## src/rtl/issue_scoreboard.sv

```systemverilog
// Issue-stage scoreboard: tracks in-flight register writes, stalls on RAW/WAW hazards,
// and sequences multi-cycle MUL/DIV occupancy of the shared ALU.
module issue_scoreboard #(
    parameter int unsigned REG_W      = 4,
    parameter int unsigned MUL_CYCLES = 4,
    parameter int unsigned DIV_CYCLES = 8
) (
    input  logic                    clk,
    input  logic                    rst_n,
    input  logic                    id_valid,
    input  logic [REG_W-1:0]        id_src_a,
    input  logic [REG_W-1:0]        id_src_b,
    input  logic                    id_uses_b,
    input  logic [REG_W-1:0]        id_dest,
    input  logic                    id_reg_write,
    input  logic [2:0]              id_alu_op,
    input  logic                    wb_valid,
    input  logic [REG_W-1:0]        wb_dest,
    output logic                    issue,
    output logic                    stall,
    output logic                    ex_busy,
    output logic                    ex_done,
    output logic [(2**REG_W)-1:0]   pending
);

    localparam int unsigned DEPTH = 2**REG_W;
    localparam int unsigned CNT_W = 4;
    localparam logic [2:0]  OP_MUL = 3'b100;
    localparam logic [2:0]  OP_DIV = 3'b101;

    typedef enum logic {
        S_IDLE = 1'b0,
        S_BUSY = 1'b1
    } state_e;

    state_e             state_q, state_d;
    logic [CNT_W-1:0]   cnt_q, cnt_d;
    logic               ex_done_q, ex_done_d;
    logic [DEPTH-1:0]   pending_q, pending_d;
    logic [DEPTH-1:0]   wb_hit;
    logic [DEPTH-1:0]   eff;
    logic               hazard;

    // Effective pending: a same-cycle write-back resolves the hazard (write-through RF)
    always_comb begin
        wb_hit = '0;
        for (int unsigned r = 0; r < DEPTH; r++) begin
            wb_hit[r] = wb_valid && (wb_dest == REG_W'(r));
        end
        eff    = pending_q & ~wb_hit;
        eff[0] = 1'b0;
        hazard = eff[id_src_a] | (id_uses_b & eff[id_src_b]) | (id_reg_write & eff[id_dest]);
    end

    // Scoreboard next state: set beats clear on the same register
    always_comb begin
        pending_d = pending_q & ~wb_hit;
        if (issue && id_reg_write && (id_dest != '0)) begin
            pending_d[id_dest] = 1'b1;
        end
    end

    // State register
    always_ff @(posedge clk or negedge rst_n) begin
        if (!rst_n) begin
            state_q   <= S_IDLE;
            cnt_q     <= '0;
            ex_done_q <= 1'b0;
            pending_q <= '0;
        end else begin
            state_q   <= state_d;
            cnt_q     <= cnt_d;
            ex_done_q <= ex_done_d;
            pending_q <= pending_d;
        end
    end

    // Next-state logic
    always_comb begin
        state_d   = state_q;
        cnt_d     = cnt_q;
        ex_done_d = 1'b0;
        case (state_q)
            S_IDLE: begin
                if (issue && (id_alu_op == OP_MUL)) begin
                    cnt_d   = CNT_W'(MUL_CYCLES - 1);
                    state_d = S_BUSY;
                end else if (issue && (id_alu_op == OP_DIV)) begin
                    cnt_d   = CNT_W'(DIV_CYCLES - 1);
                    state_d = S_BUSY;
                end
            end
            S_BUSY: begin
                cnt_d = cnt_q - CNT_W'(1);
                if (cnt_q == CNT_W'(1)) begin
                    state_d   = S_IDLE;
                    ex_done_d = 1'b1;
                end
            end
            default: state_d = S_IDLE;
        endcase
    end

    // Outputs
    always_comb begin
        issue   = id_valid & ~hazard & (state_q == S_IDLE);
        stall   = id_valid & ~issue;
        ex_busy = (state_q == S_BUSY);
        ex_done = ex_done_q;
        pending = pending_q;
    end

endmodule

```

## config.mk

```make
export PLATFORM = sky130hd
export DESIGN_NAME = issue_scoreboard
export DESIGN_NICKNAME = d
export VERILOG_FILES = /design/src/rtl/issue_scoreboard.sv
export SDC_FILE = /design/constraint.sdc
export NUM_CORES = 1
export LEC_CHECK = 0
export BUFFER_PORTS_ARGS = -buffer_cell sky130_fd_sc_hd__buf_2
export CORE_MARGIN = 8
export CORE_UTILIZATION = 50
export DETAILED_ROUTE_END_ITERATION = 10
export PLACE_DENSITY = 0.87
export SKIP_CTS_REPAIR_TIMING = 1
export SYNTH_ARGS = -nofsm -noshare
export SYNTH_HDL_FRONTEND = slang
export SYNTH_SLANG_ARGS = --single-unit
```

## constraint.sdc

```tcl
create_clock -name clk -period 3.1 [get_ports clk]
set_input_delay 0.62 -clock clk [delete_from_list [all_inputs] [get_ports clk]]
set_output_delay 0.62 -clock clk [all_outputs]
set_load 0.03 [all_outputs]
```

==> results.cfg, run 1 <==
[pwr]
ir_drop_mv = 0.3335
p_leak_nw = 1.051
total_power_mw = 1.310
p_per_area_mw_per_mm2 = 572.3

[cells_and_area]
syn_to_final_growth_pct = 31.49
fin_area_mm2 = 0.002288
seq_area_um2 = 550.5
nets = 292
layout_commonest_cell = buf_2
nFillCells = 285
n_antenna_cell = 0
drive_gt1_share_pct = 33.71
multi_input_area_mm2 = 0.001096
mostFrequentLayoutCells = buf_2 (41), buf_4 (31), dfrtp_1 (22)

[cts]
clock-root-buffer = clkbuf_4
clock_latency_ns = 0.31
numCtsBuffers = 3
cts_max_path_buffers = 2
clkSlewWorstSetupHoldPaths_ns = 0.11
cts_max_level = 1
clock-sinks = 22
tritoncts = yes

[place]
placed_cell_area_mm2 = 0.002203
pre_cts_ws_ns = -0.1125
place_congestion = 0.9837
dp_hpwl_um = 4508
place.port_buffers = 44

[flow_run]
drv_cap = 0

[outcome]
violations = negative setup slack
status = finished with violations

[global_routing]
busiest_layer = met2
grt_pass1_wl_um = 9287
overflow = 0
grt_max_degree = 23
gr-usage-all-layers_pct = 21.15
grt_pass1_vias = 1964
met2_usage_pct = 32.82
grt.met1_usage_pct = 27.34
met3_usage_pct = 4.527
grt_antenna_before_repair = 0

[detailed_routing]
vias_per_cell = 6.561
num_vias = 2034
postRouteAntennaNets = 0
first_iter_violations = 306
wirelength_um = 5808
routedWlPerCell_um = 18.74
drc = 0
first_pass_iters = 5

[floorplan]
die_h_um = 75
core_mm2 = 0.003337
die_w_um = 75
initial_core_util_pct = 52.16
die-area_mm2 = 0.005625
io-pin-count = 45
rows = 21

[timing]
worst_hold_slack_ns = 0.2600
rsz0062_at_grt = yes
fin_crit_sh_pct = 101.8
setup_viol = 1
slew_viol_final = 0
slew_headroom_pct = 66.69
hold_viol = 0
max_freq_ghz = 0.3170
setup_slack_ns = -0.05428
clock_skew_ns = 0.001157
final.min_clock_period_ns = 3.154
tightest_slew_ns = 0.4996

[setup_path]
crit_slowest_cell = or3b_4
crit_chain = buf_2 > or3b_4 > o2111a_1 > o311a_1 > a311o_4 > nor2_8 > nand2_2 > and2_4 > buf_6
end_kind = output port
cpPeakStageDelay_ns = 0.39
startpoint_type = input pin
crit_fanout = 5
cp.required_ns = 2.48
critical_path_class = in2out
cp.arrival_ns = 2.53

[synth]
yosys_register_bits = 22
synth_seq_area_share_pct = 31.63
netlist_instances = 196
synth_area_per_cell_um2 = 8.880
ys_types = 52
synth_ff_type = dfrtp_1
syn-cell-area_mm2 = 0.001740
ys_warn_count = 0
synth_nets = 223
synth_edf_count = 0
synthArstFlopShare_pct = 100.0

[worst_hold_path]
hold_path_class = in2async
## state kept, by name, summed over array words and instances, names as in the netlist
signal,count
pending,16
ex_done,1
cnt_q,4
ex_busy,1
## worst paths after layout
kind / startpoint / to / slack (ns) / depth (start not counted)
setup / recovery: wb_dest[2] / stall / -0.05 / 9
hold / removal: rst_n / pending[0] / 0.26 / 1
setup reg to reg: pending[3] / cnt_q[3] / 0.89 / 7
hold reg to reg: pending[0] / pending[0] / 0.52 / 1
max in group asynchronous: rst_n / pending[15] / 2.51 / 1
min in group clk: pending[0] / pending[0] / 0.52 / 1
## metal layers
metal	part of all wire, %	up-vias
li1	-	922
met1	40	950
met2	45	152
met3	13	10
met4	1.4	0
met5	0	-
## cells by family after synthesis
group | Yosys count | synth area share, %
AO/OA/AOI/OAI | 83 | 37.24
XOR/XNOR | 2 | 1.007
adder cells (fa/ha/maj) | 2 | 1.438
buffers and inverters | 25 | 5.535
flip-flops | 22 | 31.63
multiplexers | 2 | 1.222
AND/OR/NAND/NOR | 60 | 21.93
## layout make-up
cell class / count / share of cell area (%)
multi-input cells: 149 / 47.90
flip-flops and latches: 22 / 24.06
repair buffers: 76 / 21.10
well taps: 46 / 2.515
inverters: 13 / 2.132
clock inverters: 1 / 1.312
clock buffers: 3 / 0.9841
## cell usage after synthesis (2+ instances only)
cell       instances  area, um2
o211ai_1          17      127.6
ha_1               2      25.02
o311ai_0           3      26.28
o211a_1            2      20.02
clkbuf_1           9      33.78
nand2b_1           4      25.02
nand3_1            4      20.02
a41oi_1            2      17.52
a21oi_1            2      10.01
dfrtp_1           22      550.5
nand4_1            3      18.77
inv_1             13      48.80
buf_2              2      10.01
o221ai_1           2      17.52
nor3_1             2      10.01
nor2_1             7      26.28
nand2_2            2      12.51
nand3b_1           4      30.03
o41ai_1            5      43.79
o31ai_1            9      67.56
nor2b_1            9      56.30
nand2_1           14      52.55
o311a_1            4      40.04
and2_1             2      12.51
o21ai_0           15      75.07
o2111ai_1          9      78.83
a2111oi_0          2      17.52
## where the power goes
group	total [mW]	internal (mW)	switching, mW
logic	0.627	0.264	0.363
registers	0.469	0.365	0.104
clock network	0.214	0.131	0.0837
total	1.31	0.759	0.550
## critical path: cells and delay by family
kind	cells	cell delay [ns]
compound gates	3	0.95
simple gates	4	0.72
buf+inv	2	0.26
## metrics by stage
step / TNS (ns) / utilization [%] / instances
finish: -0.05428 / 68.58 / 310
global route: -0.2031 / 68.58 / 310
CTS: -0.1453 / 67.60 / 309
detailed placement: -0.1390 / 66.03 / 305
global placement: -0.09199 / 66.03 / 305
floorplan: 0 / - / 196
(Power assumes the default switching activity.)
==> run 2, diff against run 1 <==
CORE_ASPECT_RATIO = 0.9   (was not set)
==> results.cfg, run 2 (synthesis results as in run 1) <==
[setup_path]
crit_fanout = 6
crit_start = wb_dest[2]
reg2reg_from = pending[1]
startpoint_type = input pin
end_kind = output port
cp.arrival_ns = 2.52
cp.required_ns = 2.48
critical_path_class = in2out

[place]
place_congestion = 1.058
place.port_buffers = 44
dp_hpwl_um = 4803
dpl.cell_count = 309
placed_cell_area_mm2 = 0.002246

[timing]
tns_ns = -0.03939
slew_headroom_pct = 65.14
slew_viol_final = 0
setup_slack_ns = -0.03939
max_freq_ghz = 0.3185
hold_viol = 0
tightest_slew_ns = 0.5229
worst_hold_slack_ns = 0.3087
rsz0062_at_grt = yes
final.min_clock_period_ns = 3.139
clock_skew_ns = 0.005675
fin_crit_sh_pct = 101.3
setup_viol = 1

[detailed_routing]
first_iter_violations = 286
first_pass_iters = 4
postRouteAntennaNets = 0
vias_per_cell = 6.658
routedWlPerCell_um = 19.87
drc = 0
wirelength_um = 6219
num_vias = 2084

[cells_and_area]
largest_reg_flops = 16
seq_area_um2 = 550.5
mostFrequentLayoutCells = buf_2 (41), buf_4 (35), dfrtp_1 (22)
multi_input_area_mm2 = 0.001121
syn_to_final_growth_pct = 36.45
n_antenna_cell = 0
fin_area_mm2 = 0.002375
drive_gt1_share_pct = 36.80
nFillCells = 274
layout_commonest_cell = buf_2
final_cells = 313
nets = 297

[floorplan]
die_w_um = 78.19
die-area_mm2 = 0.005627
io-pin-count = 45
core_mm2 = 0.003353
die_h_um = 71.97
rows = 20
initial_core_util_pct = 51.90

[global_routing]
grt_max_degree = 23
overflow = 0
grt_pass1_wl_um = 9804
grt_antenna_before_repair = 0
grt_pass1_vias = 1943
gr-usage-all-layers_pct = 21.52

[cts]
clock-sinks = 22
cts_max_level = 1
clock-root-buffer = clkbuf_8
clock_latency_ns = 0.27
cts_max_path_buffers = 2
numCtsBuffers = 3
tritoncts = yes
clkSlewWorstSetupHoldPaths_ns = 0.09

[worst_hold_path]
hold_path_class = in2async

[outcome]
violations = negative setup slack
status = finished with violations

[flow_run]
drv_cap = 0

[pwr]
ir_drop_mv = 0.4497
p_leak_nw = 1.090
p_per_area_mw_per_mm2 = 587.1
## run 2: through the flow
step / util, % / setup slack, ns / total power, mW
floorplan: - / 0.03567 / 0.8260
detailed placement: 66.98 / -0.1569 / 1.090
global placement: 66.98 / -0.08744 / 1.070
CTS: 69.10 / -0.1756 / 1.369
global route: 70.82 / -0.09514 / 1.464
finish: 70.82 / -0.03939 / 1.394
## run 2: final timing paths
path	end	slack [ns]	cells after the start
setup / recovery	stall	-0.04	9
min in group clk	pending[0]	0.51	1
hold / removal	pending[2]	0.31	1
max in group asynchronous	pending[9]	2.43	1
hold reg to reg	pending[0]	0.51	1
setup reg to reg	cnt_q[2]	0.82	7
## run 2: power breakdown
| part | switching (mW) | internal, mW | total (mW) |
|---|---|---|---|
| combinational | 0.380 | 0.272 | 0.652 |
| clock | 0.106 | 0.173 | 0.279 |
| sequential | 0.0979 | 0.365 | 0.463 |
| total | 0.585 | 0.810 | 1.39 |
## run 2: layer usage
layer / GRT usage, % / routed length (um)
met1: 29.47 / 2627
met2: 33.55 / 2784
met3: 5.432 / 707
met4: 3.901 / 100
met5: 0 / 0
## run 2: area by class of cell
cell class,count,area share [%]
clock buffer,3,1.739
multi-input combinational,149,47.21
tap,44,2.318
clock inverter,1,1.264
inverter,13,2.055
sequential,22,23.18
timing repair buffer,81,22.23
## run 2: worst max-delay path, stage by stage
cell      delay [ns]
buf_8           0.10
or3b_4          0.40
o2111a_1        0.25
o311a_1         0.30
a311o_4         0.41
nor2_8          0.11
nand2_4         0.06
and2_4          0.13
buf_6           0.13
